$ cat config.mk
export PLATFORM = sky130hd
export DESIGN_NAME = wb_regfile_mc
export DESIGN_NICKNAME = d
export VERILOG_FILES = /design/src/rtl/pwm_regs_pkg.sv /design/src/rtl/wb_byte_merge.sv /design/src/rtl/wb_regfile_mc.sv
export SDC_FILE = /design/constraint.sdc
export NUM_CORES = 1
export LEC_CHECK = 0
export ABC_CLOCK_PERIOD_IN_PS = 7650
export CORE_ASPECT_RATIO = 1.1
export CORE_MARGIN = 2
export CORE_UTILIZATION = 40
export CTS_CLUSTER_SIZE = 28
export DETAILED_ROUTE_END_ITERATION = 16
export GPL_ROUTABILITY_DRIVEN = 0
export GPL_TIMING_DRIVEN = 1
export HOLD_SLACK_MARGIN = 0.12
export PLACE_DENSITY = 0.69
export SLEW_MARGIN = 20
export SYNTH_ARGS = -nofsm -noshare
export SYNTH_HDL_FRONTEND = slang
export SYNTH_HIERARCHICAL = 1
export SYNTH_SLANG_ARGS = --single-unit
$ cat constraint.sdc
create_clock -name i_wb_clk -period 7.65 [get_ports i_wb_clk]
set_input_delay 1.53 -clock i_wb_clk [delete_from_list [all_inputs] [get_ports i_wb_clk]]
set_output_delay 1.53 -clock i_wb_clk [all_outputs]
set_load 0.01 [all_outputs]
$ cat src/rtl/pwm_regs_pkg.sv
// Shared register-map constants and helpers for the PWM/timer register file.
package pwm_regs_pkg;

  localparam int REG_CTRL    = 0;
  localparam int REG_PERIOD  = 1;
  localparam int REG_DIV     = 2;
  localparam int REG_DC      = 3;
  localparam int REGS_PER_CH = 4;

  // Channel lock lives in the MSB of the ctrl register.
  function automatic int lock_bit(input int data_w);
    return data_w - 1;
  endfunction

  function automatic int status_addr(input int ch_num);
    return REGS_PER_CH * ch_num;
  endfunction

endpackage

$ cat src/rtl/wb_byte_merge.sv
// Combinational byte-lane merge: lane k takes new data when sel[k] is set, else keeps old.
module wb_byte_merge #(
  parameter  int DATA_W = 16,
  localparam int SEL_W  = DATA_W / 8
) (
  input  logic [DATA_W-1:0] i_old,
  input  logic [DATA_W-1:0] i_new,
  input  logic [SEL_W-1:0]  i_sel,
  output logic [DATA_W-1:0] o_merged
);

  for (genvar gi = 0; gi < SEL_W; gi++) begin : g_lane
    assign o_merged[gi*8 +: 8] = i_sel[gi] ? i_new[gi*8 +: 8] : i_old[gi*8 +: 8];
  end

endmodule

$ cat src/rtl/wb_regfile_mc.sv
// Multi-channel Wishbone B4 classic register file with W1C interrupt status.
// Optional channel write lock selected by WB_WRITE_PROTECT_EN.
module wb_regfile_mc
  import pwm_regs_pkg::*;
#(
  parameter  int DATA_W = 16,
  parameter  int CH_NUM = 3,
  parameter  int ADR_W  = 16,
  localparam int SEL_W  = DATA_W / 8
) (
  input  logic                     i_wb_clk,
  input  logic                     i_wb_rst,
  input  logic                     i_wb_cyc,
  input  logic                     i_wb_stb,
  input  logic                     i_wb_we,
  input  logic [ADR_W-1:0]         i_wb_adr,
  input  logic [SEL_W-1:0]         i_wb_sel,
  input  logic [DATA_W-1:0]        i_wb_data,
  input  logic [CH_NUM-1:0]        i_ch_irq,
  output logic                     o_wb_ack,
  output logic                     o_wb_err,
  output logic [DATA_W-1:0]        o_wb_data,
  output logic [CH_NUM*DATA_W-1:0] o_ch_ctrl,
  output logic [CH_NUM*DATA_W-1:0] o_ch_period,
  output logic [CH_NUM*DATA_W-1:0] o_ch_div,
  output logic [CH_NUM*DATA_W-1:0] o_ch_dc,
  output logic                     o_irq
);

  localparam int STATUS_ADR = status_addr(CH_NUM);
  localparam int NREGS      = CH_NUM * REGS_PER_CH;
`ifdef WB_WRITE_PROTECT_EN
  localparam int LOCK_BIT   = lock_bit(DATA_W);
`endif

  logic [DATA_W-1:0] regs_q [CH_NUM][REGS_PER_CH];
  logic [DATA_W-1:0] regs_d [CH_NUM][REGS_PER_CH];
  logic [CH_NUM-1:0] flags_q, flags_d;
  logic              ack_q, ack_d;
  logic              err_q, err_d;
  logic [DATA_W-1:0] data_q, data_d;
  logic              irq_q, irq_d;

  logic              accept;
  logic              hit_reg;
  logic              hit_status;
  logic              locked;
  logic [NREGS-1:0]  hit_vec;
  logic [DATA_W-1:0] old_val;
  logic [DATA_W-1:0] merged;
  logic [CH_NUM-1:0] clr_bits;
  logic              reg_wr;
  logic              status_wr;

  // Address decode and current value of the addressed register.
  always_comb begin
    accept     = i_wb_cyc & i_wb_stb & ~ack_q & ~err_q;
    hit_status = (i_wb_adr == ADR_W'(STATUS_ADR));
    hit_reg    = 1'b0;
    hit_vec    = '0;
    locked     = 1'b0;
    old_val    = '0;
    for (int c = 0; c < CH_NUM; c++) begin
      for (int r = 0; r < REGS_PER_CH; r++) begin
        if (i_wb_adr == ADR_W'(REGS_PER_CH * c + r)) begin
          hit_vec[c*REGS_PER_CH + r] = 1'b1;
          hit_reg = 1'b1;
          old_val = regs_q[c][r];
`ifdef WB_WRITE_PROTECT_EN
          if (r != REG_CTRL && regs_q[c][REG_CTRL][LOCK_BIT]) locked = 1'b1;
`endif
        end
      end
    end
  end

  wb_byte_merge #(
    .DATA_W (DATA_W)
  ) u_merge (
    .i_old    (old_val),
    .i_new    (i_wb_data),
    .i_sel    (i_wb_sel),
    .o_merged (merged)
  );

  // A status bit clears only when its data bit and owning byte lane are both set.
  for (genvar gi = 0; gi < CH_NUM; gi++) begin : g_clr
    assign clr_bits[gi] = i_wb_data[gi] & i_wb_sel[gi/8];
  end

  always_comb begin
    err_d     = accept & (~(hit_reg | hit_status) | (i_wb_we & locked));
    ack_d     = accept & ~err_d;
    reg_wr    = accept & i_wb_we & hit_reg & ~locked;
    status_wr = accept & i_wb_we & hit_status;

    regs_d = regs_q;
    for (int c = 0; c < CH_NUM; c++) begin
      for (int r = 0; r < REGS_PER_CH; r++) begin
        if (reg_wr && hit_vec[c*REGS_PER_CH + r]) regs_d[c][r] = merged;
      end
    end

    // Incoming events override a same-cycle clear.
    flags_d = (flags_q & ~(status_wr ? clr_bits : '0)) | i_ch_irq;

    data_d = '0;
    if (accept && !i_wb_we) begin
      if (hit_reg)         data_d = old_val;
      else if (hit_status) data_d[CH_NUM-1:0] = flags_q;
    end

    irq_d = |flags_q;
  end

  always_ff @(posedge i_wb_clk or posedge i_wb_rst) begin
    if (i_wb_rst) begin
      for (int c = 0; c < CH_NUM; c++) begin
        for (int r = 0; r < REGS_PER_CH; r++) begin
          regs_q[c][r] <= '0;
        end
      end
      flags_q <= '0;
      ack_q   <= 1'b0;
      err_q   <= 1'b0;
      data_q  <= '0;
      irq_q   <= 1'b0;
    end else begin
      regs_q  <= regs_d;
      flags_q <= flags_d;
      ack_q   <= ack_d;
      err_q   <= err_d;
      data_q  <= data_d;
      irq_q   <= irq_d;
    end
  end

  for (genvar gi = 0; gi < CH_NUM; gi++) begin : g_out
    assign o_ch_ctrl  [gi*DATA_W +: DATA_W] = regs_q[gi][REG_CTRL];
    assign o_ch_period[gi*DATA_W +: DATA_W] = regs_q[gi][REG_PERIOD];
    assign o_ch_div   [gi*DATA_W +: DATA_W] = regs_q[gi][REG_DIV];
    assign o_ch_dc    [gi*DATA_W +: DATA_W] = regs_q[gi][REG_DC];
  end

  assign o_wb_ack  = ack_q;
  assign o_wb_err  = err_q;
  assign o_wb_data = data_q;
  assign o_irq     = irq_q;

endmodule

Word level (Yosys, flattened, before mapping)
Cells that the tools add are included.
{ "op_classes": {"n_reduce_logical": 16, "bitwise_logic": 19, "muxes": 42, "eq_ne": 12} }
{ "ops": {"columns": ["operator", "count"], "rows": [
  ["$mux 16", 13],
  ["$eq 16x4->1 const B", 5],
  ["$eq 16x3->1 const B", 4],
  ["$eq 16x2->1 const B", 2],
  ["$mux 1", 23],
  ["$eq 16x1->1 const B", 1],
  ["$logic_not 16->1", 1],
  ["$mux 8", 2],
  ["$logic_and 1x1->1", 13],
  ["$mux 13", 1],
  ["$and 1x1->1", 11],
  ["$mux 3", 3],
  ["$not 1->1", 4],
  ["$and 3x3->3", 1],
  ["$not 3->3", 1],
  ["$or 3x3->3", 1],
  ["$reduce_or 3->1", 1],
  ["$logic_not 1->1", 1],
  ["$or 1x1->1", 1]
]} }
{ "totals": {"regBits": 214, "input_bits": 42, "out_inout_bits": 211, "elab_cells": 106} }

Depth between registers and ports, before layout
Gate-level depths: netlist of the first run.
{ "logic_depth": {"ltp_word": 18, "ltp_mapped": 13, "ltp_nobuf": 8} }

Hierarchy
Netlist of the first run, hierarchy kept.
{ "by_module_without_submodules": {"columns": ["mod", "seq_area_each_um2", "cells_per_inst", "instances", "area_each_um2"], "rows": [
  ["wb_regfile_mc", 5355.1, 777, 1, 10048.4],
  ["wb_byte_merge", 0.0, 18, 1, 262.8]
]} }

Worst setup path after synthesis of the first run
No wires, ideal clock.
{ "synth_timing": {"kind": "input -> register", "start": "in i_wb_adr[11]", "end": "reg regs_q, in the netlist o_ch_ctrl[20]", "setup_ns": 0.128, "slack_ns": 3.295, "path_buffers": 3, "stages": 11, "required_ns": 7.522, "t_arrival_ns": 4.228, "path_cell_list": "or4_1 > buf_2 > nor4_4 > nand2_1 > clkbuf_1 > nor2_1 > o31ai_1 > or2_2 > mux2_4 > clkbuf_1 > mux2_1"} }
{ "synth_via": {"word_cells_on_any_way": 40} }
{ "synth_rtl": {"columns": ["element", "line_no", "rtl"], "rows": [
  ["start: declaration", "wb_regfile_mc.sv:16", "input logic [ADR_W-1:0] i_wb_adr,"],
  ["$logic_not 16->1", "wb_regfile_mc.sv:65", "if (i_wb_adr == ADR_W'(REGS_PER_CH * c + r)) begin"],
  ["$mux 16 (11 in a row)", "wb_regfile_mc.sv:65", null],
  ["$mux 16 *", "wb_regfile_mc.sv:65", null],
  ["net old_val[4]", "wb_regfile_mc.sv:49", "logic [DATA_W-1:0] old_val;"],
  ["$mux 8 *", "wb_byte_merge.sv:13", "assign o_merged[gi*8 +: 8] = i_sel[gi] ? i_new[gi*8 +: 8] : i_old[gi*8 +: 8];"],
  ["net merged[4]", "wb_regfile_mc.sv:50", "logic [DATA_W-1:0] merged;"],
  ["end signal: assignment", "wb_regfile_mc.sv:129", "regs_q <= regs_d;"],
  ["end: declaration", "wb_regfile_mc.sv:36", "logic [DATA_W-1:0] regs_q [CH_NUM][REGS_PER_CH];"]
]} }
Mark *: on every way through the listed nets, which the timed path passes. The rest lies on a longest branch.
A chain may end at the register's enable or synchronous reset.

Worst setup path in the final report of the first run
{ "layout_timing": {"start": "in i_wb_adr[11]", "end": "reg regs_q, in the netlist o_ch_period[19]"} }
Same word-level chain as after synthesis.

==> results.md, run 1 <==
- Status: completed
- CP endpoint: o_ch_period[19]
- Hold Buf Count CTS: 0
- Final setup margin: about 2.6 ns
- Mean Syn Cell Area: 13.0 um^2
- Internal power: 1.84 mW
- WL/cell: 26.0 um
- First-pass GRT wire length: 52500 um
- Total GRT Usage: 0.263
- Largest net degree at the start of global routing: around 80
- Power per Cell Area: 171 mW/mm^2
- Final Setup Violations: 0
- Fin Clk Skew: between 0.015 and 0.02 ns
- R2r worst-path depth: 7
- Post-CTS sizing: 0
- Clk sinks: approximately 210
- Pre-CTS WS: 2.09 ns
- DRT Pass-1 Iters: 8
- CP max FO: 18
- Critical Path End Type: flop
- Clk pin slew, worst setup/hold paths: 0.06 ns
- Die width: approximately 160 um
- Ys async rst share: 1.00
- P_sw: 0.543 mW
- Total number of vias: about 8000
- Yosys warns: 6
- Fillers: around 2200
- Post-route cell area: 0.0139 mm^2
- Worst EP arrival: 5.42 ns
- Placed wire-length estimate: 24600 um
- Leak: 6.27 nW
- Max Fclk: 199 MHz
- Die area: 0.0271 mm^2
- Chip Height: 172 um
- DR DRC count: 0
- Area grow syn2layout: 35.0%
- Syn Std Cell Area: 0.0103 mm^2
- Sequential share of power: 0.475
- Crit share post-route: 0.658
- Deepest clock path buffer count: 3
- Clock Root Buffer: clkbuf_16
- Main combinational cell family by area after synthesis: multiplexers
- TritonCTS Buffers: 23
- Routed WL: 36300 um
- Count of nets after finishing: 1077
- Post-synthesis compound-gate area fraction: 0.0927
- Std-Cell Rows: 61
- EDFF count, synth: 0
- Cells after Synth: roughly 800
- Post-synth cell types: 61
- Cell area after placement: 0.0132 mm^2
- HP Class: reg -> reg
- DRT antenna net count: 0
- Multiplexer area fraction after synthesis: 0.272
- Remaining Overflow, GRT: 0
- Fin. Hold Viols: 0
- RSZ-0062 raised after global routing: no
- Switch share: 0.228
- Clock power frac: 0.474
- IO Pins: roughly 250
- Slew @ Worst Pin: 1.07 ns
- Register area share after synthesis: 0.519
- Final max-slew violation count: 0
- XOR/XNOR Fraction of Synth Area: 0
- Worst reg2reg endpoint: o_ch_period[3]
- CP Launch Point: i_wb_adr[11]
- Synth Net Count: about 840
- Post-synthesis register bit count: 214
- Max cap viols: 0
- Vias in the first global route: 8162
- CP Launch Type: input pin
- CP Class: in -> reg
- Initial Utilization: 0.407
- Synth Area in Adders: 0
- Antenna violations before repair: 0
- FF-to-FF setup slack: ~5 ns
- Post-CTS Setup Bufs: 0
- Gate power share: 0.051
- Simple-Gate Fraction of Synth Area: 0.0859
- Clock insertion delay at the later pin of the skew report: 0.52 ns
- CORE AREA: 0.0253 mm^2
- Fin Setup TNS: 0 ns
- DRT iter0 DRCs: 599
- Layout cells sized above 1: 0.281
- H-tree depth reported by CTS: 1
- Worst EP required: about 8 ns
- Most common flop cell mapped by yosys: dfrtp_1
- Peak supply drop: 0.126 mV
- Rel. slew slack: 0.285
- CTS tree: built
- R2R Path Start: o_wb_ack
- Routed vias/inst: 5.71
- Min Tclk post-route: between 5 and 6 ns
- Number of buffers added on ports: 252
## per-layer routing
layer / share of wire / vias up / track usage
met2: 0.48 / 370 / 0.448
met1: 0.42 / 4105 / 0.347
met3: 0.071 / 60 / 0.0486
met5: 0 / - / 0
li1: - / 3453 / -
met4: 0.026 / 0 / 0.0688
## cell families (layout without fill, tap and decap cells)
logic type / count (synthesis) / after routing
AOI/OAI and AO/OA: 131 / 131
muxes: 236 / 236
DFF: 214 / 214
other: 0 / 1
and+or+nand+nor: 147 / 147
buffers and inverters: 67 / 323
## worst min path at each step
stage                from     to  slack, ns  depth (start not counted)
2_1_floorplan  flags_q[2]  o_irq       0.46                          1
3_3_place_gp   flags_q[1]  o_irq       0.49                          1
3_5_place_dp   flags_q[0]  o_irq       0.49                          1
4_1_cts        flags_q[1]  o_irq       0.50                          1
5_1_grt        flags_q[1]  o_irq       0.53                          1
6_report       flags_q[1]  o_irq       0.50                          1
## cell usage after synthesis (all sizes together) (4+ instances only)
| cell type | n | area [um^2] |
|---|---|---|
| nor2 | 26 | 110 |
| a22o | 9 | 78.8 |
| a22oi | 19 | 143 |
| nor2b | 10 | 62.6 |
| mux2i | 6 | 60.1 |
| nand4 | 6 | 52.6 |
| or3 | 5 | 31.3 |
| nor3 | 9 | 95.1 |
| a31oi | 6 | 37.5 |
| clkbuf | 39 | 146 |
| o211ai | 4 | 30.0 |
| a41o | 4 | 40.0 |
| a21oi | 21 | 105 |
| buf | 22 | 145 |
| o21ba | 4 | 40.0 |
| mux4 | 8 | 180 |
| or2 | 5 | 31.3 |
| mux2 | 222 | 2560 |
| dfrtp | 214 | 5360 |
| o221ai | 11 | 96.3 |
| nor4 | 9 | 109 |
| a222oi | 4 | 40.0 |
| nand2b | 7 | 43.8 |
| a21o | 7 | 52.6 |
| nand3 | 15 | 75.1 |
| and3 | 4 | 25.0 |
| nand2 | 39 | 146 |
| o22ai | 4 | 25.0 |
| o21ai | 16 | 80.1 |
| inv | 6 | 22.5 |
## worst max-delay path: stages
cell	delay, ns
clkdlybuf4s50_1	0.42
or4_1	0.80
nor4_4	0.60
nand2_1	0.60
o221ai_1	0.37
a31oi_1	0.09
or2_2	0.34
mux2_4	0.33
mux2_1	0.32
## registers in the layout (all words and copies together), names as in the netlist, 3 cells and up
register     flops
o_ch_div        48
o_wb_data       16
o_ch_ctrl       48
o_ch_dc         48
o_ch_period     48
flags_q          3
## per-stage QoR
step / hold WS [ns] / cells / total power, mW / util
finish: 0.501 / 1398 / 2.38 / 0.549
global route: 0.532 / 1397 / 2.46 / 0.549
CTS: 0.502 / 1397 / 2.39 / 0.549
detailed placement: 0.488 / 1356 / 1.27 / 0.519
global placement: 0.486 / 1356 / 1.27 / 0.519
floorplan: 0.457 / 795 / 1.22 / -
## cell type report
class,instances,area (um^2),share of cell area
diodes,1,2.50,0.000180
multi-input cells,514,4640,0.334
well taps,346,433,0.0311
clock buffers,30,652,0.0468
flip-flops and latches,214,5360,0.385
repair buffers,276,2690,0.193
clock inverters,11,111,0.00800
inverters,6,30.0,0.00216
## power by group through the flow
stage | combinational, mW | clock [mW] | sequential [mW]
2_1_floorplan | 0.0704 | 0 | 1.15
3_3_place_gp | 0.120 | 0 | 1.15
3_5_place_dp | 0.121 | 0 | 1.15
4_1_cts | 0.122 | 1.14 | 1.13
5_1_grt | 0.131 | 1.19 | 1.13
6_report | 0.121 | 1.13 | 1.13
## placed cells by master (no fill, tap or decap), types with 8 or more instances in the layout
cell type        instances
o21ai_0                 15
mux2_1                  30
nor2b_1                 10
mux4_2                   8
nor2_1                  21
clkbuf_16               23
a22oi_1                 19
mux2_2                 176
clkdlybuf4s50_1        250
o221ai_1                11
mux2_4                  16
nand3_1                 15
nand2_1                 39
dfrtp_1                214
a22o_1                   9
a21oi_1                 21
buf_4                   24
No activity file was read; power rests on OpenSTA's default activity.
==> run 2: changes to the inputs <==
Settings changed: ABC_CLOCK_PERIOD_IN_PS 7650 to 4200.
Clock period 7.65 ns to 4.2 ns, I/O delays scaled along.
==> results.md, run 2 (synthesis gave the netlist of run 1 again) <==
- Status: completed
- H-tree depth reported by CTS: 1 (unchanged)
- Die area: 0.0271 mm^2 (unchanged)
- Routed vias/inst: 5.69 (-0.35%)
- CP Launch Point: i_wb_adr[11]
- DRT Pass-1 Iters: 5 (-3)
- HP Class: reg -> reg
- Post-route cell area: 0.0142 mm^2 (+2.3%)
- P_sw: 0.968 mW (+78%)
- Switch share: 0.229 (+0.00152)
- Crit share post-route: 0.845
- Leak: 6.46 nW (+3.1%)
- Hold path depth: 1 (unchanged)
- WL/cell: 25.2 um (-2.9%)
- Worst hold slack: 0.499 ns (-0.00255 ns)
- Pre-CTS WS: 0.0776 ns (-2.01 ns)
- Post-CTS Setup Bufs: 0 (unchanged)
- Fin Clk Skew: 0.0214 ns (+0.00313 ns)
- Fin Setup TNS: 0 ns (unchanged)
- Hold Buf Count CTS: 0 (unchanged)
- Worst EP arrival: 3.95 ns (-1.47 ns)
- Layout cells sized above 1: 0.306 (+0.0252)
- Hold endpoint: o_irq
- CP max-delay cell: or4_1
- Final Setup Violations: 0 (unchanged)
- CTS tree: built
- DRT iter0 DRCs: 630 (+5.2%)
- Area grow syn2layout: 38.2%
- CP Launch Type: input pin
- DR DRC count: 0 (unchanged)
- Worst EP required: 4.60 ns (-3.43 ns)
- Deepest clock path buffer count: 3 (unchanged)
- Total GRT Usage: 0.266 (+0.00330)
- Largest net degree at the start of global routing: 63 (-19%)
- Total number of vias: 8199 (+2.6%)
- Final max-slew violation count: 0 (unchanged)
- Min Tclk post-route: 3.55 ns
- Final setup margin: 0.649 ns (-1.97 ns)
- Post-CTS sizing: 0 (unchanged)
- TritonCTS Buffers: 23 (unchanged)
- Clk pin slew, worst setup/hold paths: 0.06 ns (about the same)
- CP max FO: 18 (unchanged)
- Clock Root Buffer: clkbuf_16
- R2R Path Start: o_ch_ctrl[14]
- Clock insertion delay at the later pin of the skew report: 0.52 ns (about the same)
- Most frequent cells in the layout: clkdlybuf4s50_1, dfrtp_1, mux2_2
- Fin. Hold Viols: 0 (unchanged)
- Critical Path End Type: flop
- RSZ-0062 raised after global routing: no
- DR top layer: met4
- Remaining Overflow, GRT: 0 (unchanged)
- FF-to-FF setup slack: 1.82 ns (-3.13 ns)
- Dpl cells: 1398 (+3.1%)
- Chip Height: 172 um (unchanged)
- First-pass GRT wire length: 53100 um (+1.1%)
- Gate power share: 0.057 (+0.006)
- Initial Utilization: 0.407 (unchanged)
- Max incr delay on CP: 0.71 ns (-0.09 ns)
- Routed wl met2: 17700 um (+0.99%)
- Worst reg2reg endpoint: o_ch_div[46]
- CP Class: in -> reg
- Max Fclk: 282 MHz
- Hold wc startpoint: flags_q[2]
- Clk sinks: 214 (unchanged)
- Most common cell after layout, fill and taps aside: clkdlybuf4s50_1
- Rel. slew slack: 0.433 (+0.148)
- Std-Cell Rows: 61 (unchanged)
- Final Non-Filler Cells: 1440 (+3.0%)
- Antenna violations before repair: 2 (+2)
- M1 wire length: 14600 um (-4.3%)
- Cell Chain, Critical Path: clkdlybuf4s50_1, or4_1, nor4_4, nand2_1, buf_4, o221ai_1, a31oi_1, or2_2, mux2_4, mux2_1
- Die width: 157 um (unchanged)
- Power per Cell Area: 296 mW/mm^2 (+73%)
- Routed WL: 36300 um (about the same)
- R2r worst-path depth: 7 (unchanged)
- IO Pins: 253 (unchanged)
- DRT antenna net count: 0 (unchanged)
- Internal power: 3.25 mW (+77%)
- Number of buffers added on ports: 252 (unchanged)
- CORE AREA: 0.0253 mm^2 (unchanged)
- Placed wire-length estimate: 26000 um (+5.5%)
- Clock power frac: 0.455 (-0.019)
- Slew @ Worst Pin: 0.848 ns (-0.223 ns)
- Peak supply drop: 0.216 mV (+70%)
- Met3 WL: 2810 um (+8.6%)
- Sequential share of power: 0.488 (+0.013)
- Count of nets after finishing: 1120 (+4.0%)
- Cell area after placement: 0.0135 mm^2 (+2.7%)
- Vias in the first global route: 8412 (+3.1%)
- Max cap viols: 0 (unchanged)
## run 2: changes by cell type in the layout (fill, tap and decap cells not counted), sizes merged
cell and change:
clkbuf +3, bufinv -2, buf +43, diode +1
clkinvlp +1, inv -2, clkinv -2
## run 2: how the worst max path moves through the flow
| stage | endpoint | slack [ns] | depth (start not counted) |
|---|---|---|---|
| finish | o_ch_period[19] | 0.65 | 10 |
| global route | o_ch_ctrl[19] | 0.52 | 9 |
| CTS | o_ch_period[19] | 0.61 | 9 |
| detailed placement | o_ch_ctrl[19] | 0.08 | 9 |
| global placement | o_ch_div[46] | 0.15 | 9 |
| floorplan | o_ch_ctrl[20] | 0.53 | 11 |
## run 2: layout make-up
type                       instances  area, um^2
antenna                            2        5.00
clock buffer                      33         673
clock inverter                     6        32.5
fill                            2185       11100
inverter                           6        26.3
multi-input combinational        514        4640
sequential                       214        5360
tap                              346         433
timing repair buffer             319        3080
## run 2: stage by stage
step / util / power [mW]
global route: 0.562 / 4.35
finish: 0.562 / 4.22
global placement: 0.533 / 2.34
floorplan: - / 2.23
detailed placement: 0.533 / 2.34
CTS: 0.561 / 4.25
## run 2: per-layer routing
| metal | up-vias | GRT usage |
|---|---|---|
| li1 | 3551 | - |
| met1 | 4209 | 0.345 |
| met2 | 358 | 0.442 |
| met3 | 81 | 0.0549 |
| met4 | 0 | 0.101 |
| met5 | - | 0 |
## run 2: power by group through the flow
stage | combinational, mW | clock (mW) | sequential (mW)
3_5_place_dp | 0.237 | 0 | 2.10
5_1_grt | 0.258 | 2.03 | 2.06
2_1_floorplan | 0.129 | 0 | 2.10
3_3_place_gp | 0.235 | 0 | 2.10
6_report | 0.239 | 1.92 | 2.06
4_1_cts | 0.238 | 1.95 | 2.06
## run 2: critical path: cells and delay by family
kind,cells,cell delay (ns)
AND/OR/NAND/NOR,4,1.48
buffers and inverters,2,0.67
multiplexers,2,0.63
AO/OA/AOI/OAI,2,0.30
